$ cat src/rtl/pipe_hazard_tracker_pkg.sv
// Shared instruction-class encoding, bubble encoding and class predicates
// for the hazard tracker, forwarding and decode logic.
package pipe_hazard_tracker_pkg;

    localparam int unsigned REG_W  = 5;
    localparam int unsigned TYPE_W = 3;

    typedef enum logic [TYPE_W-1:0] {
        T_I_LOAD  = 3'b000,
        T_I_LOGIC = 3'b001,
        T_S       = 3'b010,
        T_R       = 3'b011,
        T_J       = 3'b100,
        T_U       = 3'b101,
        T_I_JUMP  = 3'b110,
        T_B       = 3'b111
    } instr_type_e;

    // A bubble is a store with all register fields zero, so it never writes rd
    localparam logic [REG_W-1:0]  BUBBLE_REG  = 5'd0;
    localparam logic [TYPE_W-1:0] BUBBLE_TYPE = 3'b010;

    function automatic logic writes_rd(input logic [TYPE_W-1:0] t);
        logic res;
        case (instr_type_e'(t))
            T_R, T_U, T_I_LOGIC, T_I_LOAD, T_J, T_I_JUMP: res = 1'b1;
            default:                                      res = 1'b0;
        endcase
        return res;
    endfunction

    function automatic logic uses_r1(input logic [TYPE_W-1:0] t);
        logic res;
        case (instr_type_e'(t))
            T_U, T_J: res = 1'b0;
            default:  res = 1'b1;
        endcase
        return res;
    endfunction

    function automatic logic uses_r2(input logic [TYPE_W-1:0] t);
        logic res;
        case (instr_type_e'(t))
            T_R, T_S, T_B: res = 1'b1;
            default:       res = 1'b0;
        endcase
        return res;
    endfunction

endpackage

$ cat src/rtl/pipe_hazard_tracker_stage_reg.sv
// Pipeline stage register holding N_FIELDS register numbers plus a type code.
// The last (least significant) field is rd; a bubble clears every field.
module pipe_stage_reg
    import pipe_hazard_tracker_pkg::*;
#(
    parameter int unsigned N_FIELDS = 1
) (
    input  logic                         clk,
    input  logic                         rst_n,
    input  logic                         load_bubble,
    input  logic [N_FIELDS*REG_W-1:0]    fields_d,
    input  logic [TYPE_W-1:0]            type_d,
    output logic [N_FIELDS*REG_W-1:0]    fields_q,
    output logic [TYPE_W-1:0]            type_q
);

    localparam int unsigned FW = N_FIELDS * REG_W;

    logic [FW-1:0]     fields_r;
    logic [TYPE_W-1:0] type_r;

    // Stage contents: bubble on reset or request, otherwise capture the inputs
    always_ff @(posedge clk or negedge rst_n) begin
        if (!rst_n) begin
            fields_r <= {FW{1'b0}};
            type_r   <= BUBBLE_TYPE;
        end else if (load_bubble) begin
            fields_r <= {FW{1'b0}};
            type_r   <= BUBBLE_TYPE;
        end else begin
            fields_r <= fields_d;
            type_r   <= type_d;
        end
    end

    assign fields_q = fields_r;
    assign type_q   = type_r;

endmodule

$ cat src/rtl/pipe_hazard_tracker.sv
// Tracks rd/type through ID_EX, EX_MEM and MEM_WB, detects load-use hazards
// in ID, inserts one-cycle bubbles and counts stall cycles (saturating).
module pipe_hazard_tracker
    import pipe_hazard_tracker_pkg::*;
#(
    parameter int unsigned STALL_CNT_W = 16
) (
    input  logic                   clk,
    input  logic                   rst_n,
    input  logic                   id_valid,
    input  logic [4:0]             id_r1,
    input  logic [4:0]             id_r2,
    input  logic [4:0]             id_rd,
    input  logic [2:0]             id_type,
    input  logic                   flush,
    output logic                   stall,
    output logic [4:0]             ID_EX_r1,
    output logic [4:0]             ID_EX_r2,
    output logic [4:0]             ID_EX_rd,
    output logic [2:0]             ID_EX_type,
    output logic [4:0]             EX_MEM_rd,
    output logic [2:0]             EX_MEM_type,
    output logic [4:0]             MEM_WB_rd,
    output logic [2:0]             MEM_WB_type,
    output logic                   wb_we,
    output logic [STALL_CNT_W-1:0] stall_count
);

    logic [3*REG_W-1:0]     id_ex_fields_s;
    logic [TYPE_W-1:0]      id_ex_type_s;
    logic [REG_W-1:0]       ex_mem_rd_s;
    logic [TYPE_W-1:0]      ex_mem_type_s;
    logic [REG_W-1:0]       mem_wb_rd_s;
    logic [TYPE_W-1:0]      mem_wb_type_s;
    logic                   hazard_s;
    logic                   stall_s;
    logic                   id_ex_bubble_s;
    logic                   wb_we_r;
    logic [STALL_CNT_W-1:0] stall_cnt_r;

    // Load-use detection against the instruction currently in ID_EX
    always_comb begin
        hazard_s = 1'b0;
        if (id_valid && (id_ex_type_s == T_I_LOAD) && (id_ex_fields_s[REG_W-1:0] != 5'd0)) begin
            hazard_s = (uses_r1(id_type) && (id_r1 == id_ex_fields_s[REG_W-1:0])) ||
                       (uses_r2(id_type) && (id_r2 == id_ex_fields_s[REG_W-1:0]));
        end else begin
            hazard_s = 1'b0;
        end
    end

    // Flush wins over the hazard: the ID instruction is discarded anyway
    always_comb begin
        stall_s        = 1'b0;
        id_ex_bubble_s = 1'b1;
        if (flush) begin
            stall_s        = 1'b0;
            id_ex_bubble_s = 1'b1;
        end else if (hazard_s) begin
            stall_s        = 1'b1;
            id_ex_bubble_s = 1'b1;
        end else begin
            stall_s        = 1'b0;
            id_ex_bubble_s = !id_valid;
        end
    end

    pipe_stage_reg #(.N_FIELDS(3)) u_id_ex (
        .clk         (clk),
        .rst_n       (rst_n),
        .load_bubble (id_ex_bubble_s),
        .fields_d    ({id_r1, id_r2, id_rd}),
        .type_d      (id_type),
        .fields_q    (id_ex_fields_s),
        .type_q      (id_ex_type_s)
    );

    pipe_stage_reg #(.N_FIELDS(1)) u_ex_mem (
        .clk         (clk),
        .rst_n       (rst_n),
        .load_bubble (1'b0),
        .fields_d    (id_ex_fields_s[REG_W-1:0]),
        .type_d      (id_ex_type_s),
        .fields_q    (ex_mem_rd_s),
        .type_q      (ex_mem_type_s)
    );

    pipe_stage_reg #(.N_FIELDS(1)) u_mem_wb (
        .clk         (clk),
        .rst_n       (rst_n),
        .load_bubble (1'b0),
        .fields_d    (ex_mem_rd_s),
        .type_d      (ex_mem_type_s),
        .fields_q    (mem_wb_rd_s),
        .type_q      (mem_wb_type_s)
    );

    // Write enable travels alongside the EX_MEM -> MEM_WB transfer
    always_ff @(posedge clk or negedge rst_n) begin
        if (!rst_n) begin
            wb_we_r <= 1'b0;
        end else begin
            wb_we_r <= writes_rd(ex_mem_type_s) && (ex_mem_rd_s != 5'd0);
        end
    end

    // Saturating count of load-use stall cycles
    always_ff @(posedge clk or negedge rst_n) begin
        if (!rst_n) begin
            stall_cnt_r <= {STALL_CNT_W{1'b0}};
        end else if (stall_s && (stall_cnt_r != {STALL_CNT_W{1'b1}})) begin
            stall_cnt_r <= stall_cnt_r + STALL_CNT_W'(1);
        end else begin
            stall_cnt_r <= stall_cnt_r;
        end
    end

    assign stall       = stall_s;
    assign ID_EX_r1    = id_ex_fields_s[3*REG_W-1:2*REG_W];
    assign ID_EX_r2    = id_ex_fields_s[2*REG_W-1:REG_W];
    assign ID_EX_rd    = id_ex_fields_s[REG_W-1:0];
    assign ID_EX_type  = id_ex_type_s;
    assign EX_MEM_rd   = ex_mem_rd_s;
    assign EX_MEM_type = ex_mem_type_s;
    assign MEM_WB_rd   = mem_wb_rd_s;
    assign MEM_WB_type = mem_wb_type_s;
    assign wb_we       = wb_we_r;
    assign stall_count = stall_cnt_r;

endmodule

$ cat config.mk
export PLATFORM = sky130hd
export DESIGN_NAME = pipe_hazard_tracker
export DESIGN_NICKNAME = d
export VERILOG_FILES = /design/src/rtl/pipe_hazard_tracker_pkg.sv /design/src/rtl/pipe_hazard_tracker_stage_reg.sv /design/src/rtl/pipe_hazard_tracker.sv
export SDC_FILE = /design/constraint.sdc
export NUM_CORES = 1
export LEC_CHECK = 0
export CORE_UTILIZATION = 40
export DETAILED_ROUTE_END_ITERATION = 12
export GPL_ROUTABILITY_DRIVEN = 0
export PLACE_DENSITY = 0.73
export SLEW_MARGIN = 20
export SYNTH_ARGS = -nofsm -noshare
export SYNTH_HDL_FRONTEND = slang
export SYNTH_SLANG_ARGS = --single-unit
$ cat constraint.sdc
create_clock -name clk -period 6.39 [get_ports clk]
set_clock_uncertainty 0.2 [all_clocks]
set_input_delay 0.639 -clock clk [delete_from_list [all_inputs] [get_ports clk]]
set_output_delay 0.639 -clock clk [all_outputs]
set_load 0.005 [all_outputs]
* Yosys cells after proc, flatten, opt, wreduce, memory -nomap -nowiden
Index checks and enable logic that the tools add are counted.
** Cells by class
- Add/sub/neg operators :: 1
- Multipliers :: 0
- Div/mod/pow operators :: 0
- Magnitude comparators :: 0
- Equality and inequality tests :: 13
- Shift operators :: 0
- Muxes and demuxes :: 12
- Bitwise gates (word level) :: 0
- Reduce and logical (&&, ||, !) cells :: 15
** Operators by type and width (number)
- 3-bit == test, second input constant :: 6
- 16-bit by 1-bit adder with 16-bit output, second input constant :: 1
- 16-bit != test, second input constant :: 1
- 15-bit 2-to-1 mux :: 1
- 5-bit == test :: 2
- 1-bit 2-to-1 mux :: 10
- 5-bit nonzero test :: 2
- 3-bit by 2-bit == test with 1-bit output, second input constant :: 3
- 1-bit logical AND :: 6
- 3-bit zero test :: 2
- 6-bit OR reduction :: 1
- 3-bit by 1-bit == test with 1-bit output, second input constant :: 1
- 3-bit 2-to-1 mux :: 1
- 3-bit OR reduction :: 1
- 2-bit OR reduction :: 1
- 1-bit zero test :: 1
- 1-bit logical OR :: 1
** Word-level totals
- Bits in registers :: 51
- Latch bits :: 0
- Memory bits (writable) :: 0
- Bits in read-only memories :: 0
- Input port bits :: 22
- Logic and storage cells :: 49
- Memories kept :: 0

* Logic depth before layout (Yosys ltp)
Gate-level depths: netlist (run 1).
- Depth after elaboration :: 10
- Gate-level depth with buffers :: 6
- Gate-level depth less buffers :: 6

* Cells and area by module
Synthesis (run 1) repeated with hierarchy kept, for this count alone.
** Unflattened totals
- Cells, all modules :: 176
- Area, all modules :: 2169.6 µm²
** Modules (own cells, without submodules)
- pipe_hazard_tracker :: times used 1, cells each 107, area an instance 1083.5 µm², seq. area each 425.4 µm²
- pipe_stage_reg (u_id_ex) :: times used 1, cells each 37, area an instance 583.1 µm², seq. area each 451.7 µm²
- pipe_stage_reg (u_ex_mem ...) :: times used 2, cells each 16, area an instance 251.5 µm², seq. area each 201.4 µm²

* Least setup slack after synthesis (run 1)
Ideal clock, no wire load.
- Kind :: in2out
- Start point :: input id_r2[1]
- End point :: output stall
- Data arrival time :: 1.600 ns
- Required time :: 5.551 ns
- Slack :: 3.951 ns
- Cell stages on the path :: 5
- Path buffers :: 1
- Cells stage by stage :: xnor2_1 > o211ai_1 > o22ai_2 > buf_2 > and2b_1
** On the way
- Longest elaborated chain between the ends :: 6
** Ends and longest elaborated chain
- from (decl) :: line pipe_hazard_tracker.sv:12 : input logic [4:0] id_r2,
- 5-bit == test :: line pipe_hazard_tracker.sv:46 : (uses_r2(id_type) && (id_r2 == id_ex_fields_s[REG_W-1:0]));
- 1-bit logical AND :: line pipe_hazard_tracker.sv:46
- 1-bit logical OR :: line pipe_hazard_tracker.sv:45 : hazard_s = (uses_r1(id_type) && (id_r1 == id_ex_fields_s[REG_W-1:0])) ||
- 1-bit 2-to-1 mux :: line pipe_hazard_tracker.sv:44 : if (id_valid && (id_ex_type_s == T_I_LOAD) && (id_ex_fields_s[REG_W-1:0] != 5'd0)) begin
- 1-bit 2-to-1 mux :: line pipe_hazard_tracker.sv:59 : end else if (hazard_s) begin
- 1-bit 2-to-1 mux :: line pipe_hazard_tracker.sv:56 : if (flush) begin
- to (decl) :: line pipe_hazard_tracker.sv:16 : output logic stall,
No other way between the ends.

* Worst setup path after layout (run 1)
- Start point :: input id_r2[0]
- End point :: output stall
Same word-level chain as after synthesis.

==> impl_metrics.toml, run 1 <==
[yosys]
synth_top_area_share_pct = 57.9
syn_area_per_cell_sq_um = 13.1
synthCells = 158
synth_area_leaders = "dfrtp_1 58%, xnor2_1 11%, and2_2 6.2%"
seq_area_frac_synth_pct = 61.7
synth_edf_count = 0
ys_seq_elements = 51
synth_area_leader_cell = "dfrtp_1"
async_flop_share_pct = 100
ys.warnings.count = 0
syn_nets = 181
yosysUniqueCellTypes = 34
synthFlopType = "dfrtp_1"
netlist_area_sq_um = 2070

[placed_design]
port_buffers = 73
dpl.hpwl_um = 3020

[sta]
hold_violations = 0
setup_tns_ns = 0
whs_ns = 0.140
rsz0062_at_grt = "false"
finalCritPeriodShare_pct = 56.2
fmax_ghz = 0.278
slew_violations = 0
slew_headroom_pct = 50.8
worstMarginPinSlew_ns = 0.739
post-route-min-period_ns = 3.59
finalSetupViolCount = 0

[global_route]
gr-total-overflow = 0
grt_pass1_wl_um = 6600
gr-usage-all-layers_pct = 16.5
grt_pass1_vias = 1314
grt_antenna_before_repair = 0
grt_max_degree = 52

[clock_tree]
post_cts_buffers = 0
cts_root_buf = "clkbuf_8"
cts_resized = 0
clockBufferDepth = 2
cts_sinks = 51
clk_latency_ns = 0.31
clk_pin_slew_ns = 0.09
cts_max_level = 2
numCtsBuffers = 5
cts_hold_buf = 0
cts_tree = "yes"

[floorplanning]
die_area_sq_um = 5480
start_util_pct = 42.8
rows = 25
die_w_um = 74.0
die_h_um = 74.0
core_sq_um = 4850
ios = 74

[detailed_routing]
drtAntennaViolNets = 0
drt-total-wl_um = 4130
drc = 0
num_vias = 1467
viasPerCell = 4.83
wire_per_inst_um = 13.6
first_pass_iters = 4
first_iter_violations = 39

[run]
cap_violations = 0

[power_and_ir_drop]
p_leak_nw = 1.21
p_per_area_nw_per_um2 = 199
ir_worst_vdd_mv = 0.116

[cells_and_area]
diodes = 0
synthToLayoutAreaGrowth_pct = 43.3
drive_gt1_share_pct = 16.5
n_fill_cell = 393
layout.nets = 259

[worst_setup_path]
setup.worst_path.start_class = "primary input"
required_ns = 5.55
cp_max_fo = 17
criticalPathCategory = "primary input to primary output"
worst_setup_path_end_kind = "primary output"
critPathArrivalTime_ns = 2.75

[hold_path]
hp-class = "primary input to asynchronous set/reset pin"

[outcome]
status = "complete, no violations"
## metrics by stage
stage          setup WS, ns  area [sq um]  cells  utilization [%]  power [mW]
5_1_grt                2.67          2970    304             61.3       0.618
4_1_cts                2.77          2970    304             61.3       0.599
3_5_place_dp           2.78          2870    296             59.3       0.404
2_1_floorplan          3.95          2070    158                -       0.362
6_report               2.80          2970    304             61.3       0.591
3_3_place_gp           2.79          2870    296             59.3       0.404
## worst max-delay path, cell delays in order
cell	delay [ns]
clkdlybuf4s50_1	0.49
xnor2_1	0.12
nand4_1	0.16
o22ai_2	0.63
and2b_1	0.22
clkdlybuf4s50_1	0.49
## placed cells by master, fill, tap and decap left out
| cell | n |
|---|---|
| o211ai_4 | 1 |
| nand2_2 | 1 |
| a22oi_1 | 1 |
| clkdlybuf4s50_1 | 72 |
| xnor2_1 | 25 |
| mux2_2 | 2 |
| o22ai_2 | 1 |
| or4_4 | 1 |
| dfrtp_1 | 48 |
| nor3_1 | 3 |
| buf_4 | 1 |
| inv_8 | 1 |
| nor2_2 | 1 |
| nand3_1 | 9 |
| nand2_1 | 5 |
| nand4b_1 | 1 |
| nor4b_2 | 1 |
| and3_1 | 2 |
| inv_1 | 3 |
| o211ai_1 | 1 |
| nor4_1 | 3 |
| nor2_1 | 5 |
| and2_1 | 1 |
| nand4_1 | 10 |
| o21ai_0 | 1 |
| and2b_1 | 1 |
| or2b_1 | 1 |
| nand3b_1 | 1 |
| nor4b_4 | 1 |
| nor4b_1 | 2 |
| clkinvlp_4 | 1 |
| nand2b_1 | 2 |
| ha_1 | 1 |
| and2_2 | 17 |
| inv_6 | 1 |
| clkbuf_8 | 5 |
| a21oi_4 | 1 |
| dfstp_2 | 3 |
## cell type report
class	count	area (sq um)	area share [%]
Clock buffer	5	68.8	2.31
Clock inverter	3	27.5	0.926
Inverter	3	11.3	0.379
Multi-Input combinational cell	102	773	26.0
Sequential cell	51	1280	43.1
Tap cell	67	83.8	2.82
Timing Repair Buffer	73	728	24.5
## power by group
group | switching [mW] | leakage, nW | total, mW | internal (mW)
sequential | 0.00693 | 0.686 | 0.339 | 0.332
combinational | 0.0216 | 0.481 | 0.0580 | 0.0363
clock | 0.113 | 0.0467 | 0.194 | 0.0812
total | 0.141 | 1.21 | 0.591 | 0.450
## metal layers
| metal | part of all wire (%) | track usage, % | wire [um] |
|---|---|---|---|
| met4 | 2.0 | 7.69 | 82 |
| met2 | 48 | 25.1 | 1990 |
| met5 | 0 | 0 | 0 |
| met3 | 4.3 | 3.93 | 178 |
| met1 | 46 | 22.5 | 1880 |
## synthesized netlist by cell type (3+ instances only)
library cell,n
nor2_1,5
inv_1,3
nor3_1,3
nand4_1,10
and2_2,17
dfstp_2,3
nand2_1,5
dfrtp_1,48
nand3_1,9
xnor2_1,25
nor4_1,3
## sequential cells by signal, indices dropped and copies added (netlist names)
register / flops
u_ex_mem.type_q: 3
u_ex_mem.fields_q: 5
wb_we: 1
u_id_ex.type_q: 3
u_id_ex.fields_q: 15
u_mem_wb.type_q: 3
stall_count: 16
u_mem_wb.fields_q: 5
## worst paths after layout
kind	end	start	slack [ns]	depth (start not counted)
worst min-delay path	u_id_ex.fields_q[2]	rst_n	0.14	1
worst max register to register	stall_count[14]	u_id_ex.fields_q[0]	4.04	5
worst min register to register	u_mem_wb.type_q[1]	u_ex_mem.type_q[1]	0.19	0
max in group asynchronous	stall_count[11]	rst_n	5.44	1
worst max-delay path	stall	id_r2[0]	2.80	6
min in group clk	u_mem_wb.type_q[1]	u_ex_mem.type_q[1]	0.19	0
## kinds of logic after synthesis
| kind of cell | synth area share (%) |
|---|---|
| compound gates | 3.38 |
| buf+inv | 1.02 |
| mux | 1.09 |
| simple gates | 21.7 |
| fa+ha+maj | 0.603 |
| flops | 61.7 |
| xor+xnor | 10.6 |
Power figures use the tool's default switching activity.
==> inputs of run 2 (changes only) <==
Clock period 6.39 ns to 3.8 ns, I/O delays scaled along.
==> run 2 against run 1 <==
Against the previous run:
- sequential share of layout area is 0.54 points lower
- first-iteration DRC count up 28%
- hold slack better by 0.043 ns
- critical endpoint unchanged
==> impl_metrics.toml, run 2 (synthesis results as in run 1) <==
[global_route]
grt_pass1_vias = 1395
grt_pass1_wl_um = 6750
grt_antenna_before_repair = 0
gr-usage-all-layers_pct = 16.7
gr-total-overflow = 0
grt_max_degree = 52

[cells_and_area]
synthToLayoutAreaGrowth_pct = 45.1
diodes = 0
layout.nets = 261
final_cell_mix = "72 x clkdlybuf4s50_1, 48 x dfrtp_1, 25 x xnor2_1"
postLayoutCoreUtil_pct = 62.1
n_fill_cell = 404
register_area_sq_um = 1280
multiInputGateArea_sq_um = 773
largest_reg_flops = 16
drive_gt1_share_pct = 16.7
mostFrequentLayoutCell = "clkdlybuf4s50_1"

[floorplanning]
ios = 74
die_area_sq_um = 5480
rows = 25
die_w_um = 74.0
die_h_um = 74.0
core_sq_um = 4850
start_util_pct = 42.8

[clock_tree]
cts_sinks = 51
cts_root_buf = "clkbuf_8"
cts_resized = 0
cts_tree = "yes"
clk_pin_slew_ns = 0.09
clk_latency_ns = 0.30
cts_max_level = 2
post_cts_buffers = 0
clockBufferDepth = 2
cts_hold_buf = 0
numCtsBuffers = 5

[sta]
hold_violations = 0
whs_ns = 0.184
worstMarginPinSlew_ns = 0.612
fmax_ghz = 0.349
slew_headroom_pct = 59.2
slew_violations = 0
finalCritPeriodShare_pct = 75.4
setup_tns_ns = 0
setup_ws_ns = 0.933
post-route-min-period_ns = 2.87
rsz0062_at_grt = "false"
finalSetupViolCount = 0

[outcome]
status = "complete, no violations"

[detailed_routing]
num_vias = 1442
drtAntennaViolNets = 0
first_pass_iters = 4
wire_per_inst_um = 13.5
first_iter_violations = 50
drc = 0
viasPerCell = 4.71
drt-total-wl_um = 4120

[worst_setup_path]
critPathArrivalTime_ns = 2.29
setup.worst_path.start_class = "register"
worstSetupEndpoint = "stall"
worst_setup_path_end_kind = "primary output"
timing.rr.start = "u_id_ex.fields_q[1]"
cp_max_fo = 8
required_ns = 3.22
criticalPathCategory = "register to primary output"
r2r_slack_ns = 1.57
reg2reg_to = "stall_count[1]"
reg2reg_depth = 5
setup.worst_path.start = "u_id_ex.fields_q[1]"

[placed_design]
place_ws_ns = 0.985
port_buffers = 73
dpl.hpwl_um = 3020

[power_and_ir_drop]
ir_worst_vdd_mv = 0.261
p_leak_nw = 1.23
p_per_area_nw_per_um2 = 347

[hold_path]
hp-class = "register to register"
holdPathStages = 0

[run]
cap_violations = 0
==> run 2: changes by cell type in the layout (fill, tap and decap cells not counted), sizes merged <==
cell / before / now
buf: 1 / 2
bufinv: 0 / 1
clkinv: 0 / 1
clkinvlp: 1 / 0
dlygate4sd3: 0 / 1
inv: 5 / 4
==> run 2: metal layers <==
metal	wire length (um)	vias to the layer above	GRT usage, %	part of all wire, %
met4	60	0	7.91	1.5
met2	1980	44	25.6	48
met1	1910	689	23.4	46
li1	-	704	-	-
met5	0	-	0	0
met3	172	5	2.57	4.2
==> run 2: worst min path at each step <==
stage / from / end
global placement: u_ex_mem.type_q[1] / u_mem_wb.type_q[1]
floorplan: rst_n / stall_count[0]
detailed placement: u_ex_mem.type_q[1] / u_mem_wb.type_q[1]
CTS: rst_n / u_id_ex.fields_q[4]
finish: u_ex_mem.type_q[1] / u_mem_wb.type_q[1]
global route: u_ex_mem.type_q[1] / u_mem_wb.type_q[1]
==> run 2: where the power goes <==
group	internal (mW)	total, mW	switching, mW
Clock	0.199	0.375	0.176
Sequential	0.558	0.570	0.0114
Combinational	0.0623	0.0999	0.0376
==> run 2: area by class of cell <==
cell class | count | area share, %
clock inverter | 3 | 1.58
multi-input combinational | 102 | 25.7
tap | 67 | 2.78
clock buffer | 5 | 2.29
inverter | 3 | 0.374
timing repair buffer | 75 | 24.8
sequential | 51 | 42.5
==> run 2: critical path: stages, from the launching register on <==
cell             delay [ns]
dfrtp_1                0.46
or4_4                  0.58
o211ai_4               0.29
and2b_1                0.22
clkdlybuf4s50_1        0.43
==> run 2: metrics by stage <==
step	cells	total power, mW	area, sq um
finish	306	1.04	3010
CTS	305	1.06	3000
global placement	297	0.680	2880
detailed placement	297	0.681	2880
floorplan	158	0.609	2070
global route	306	1.08	3010
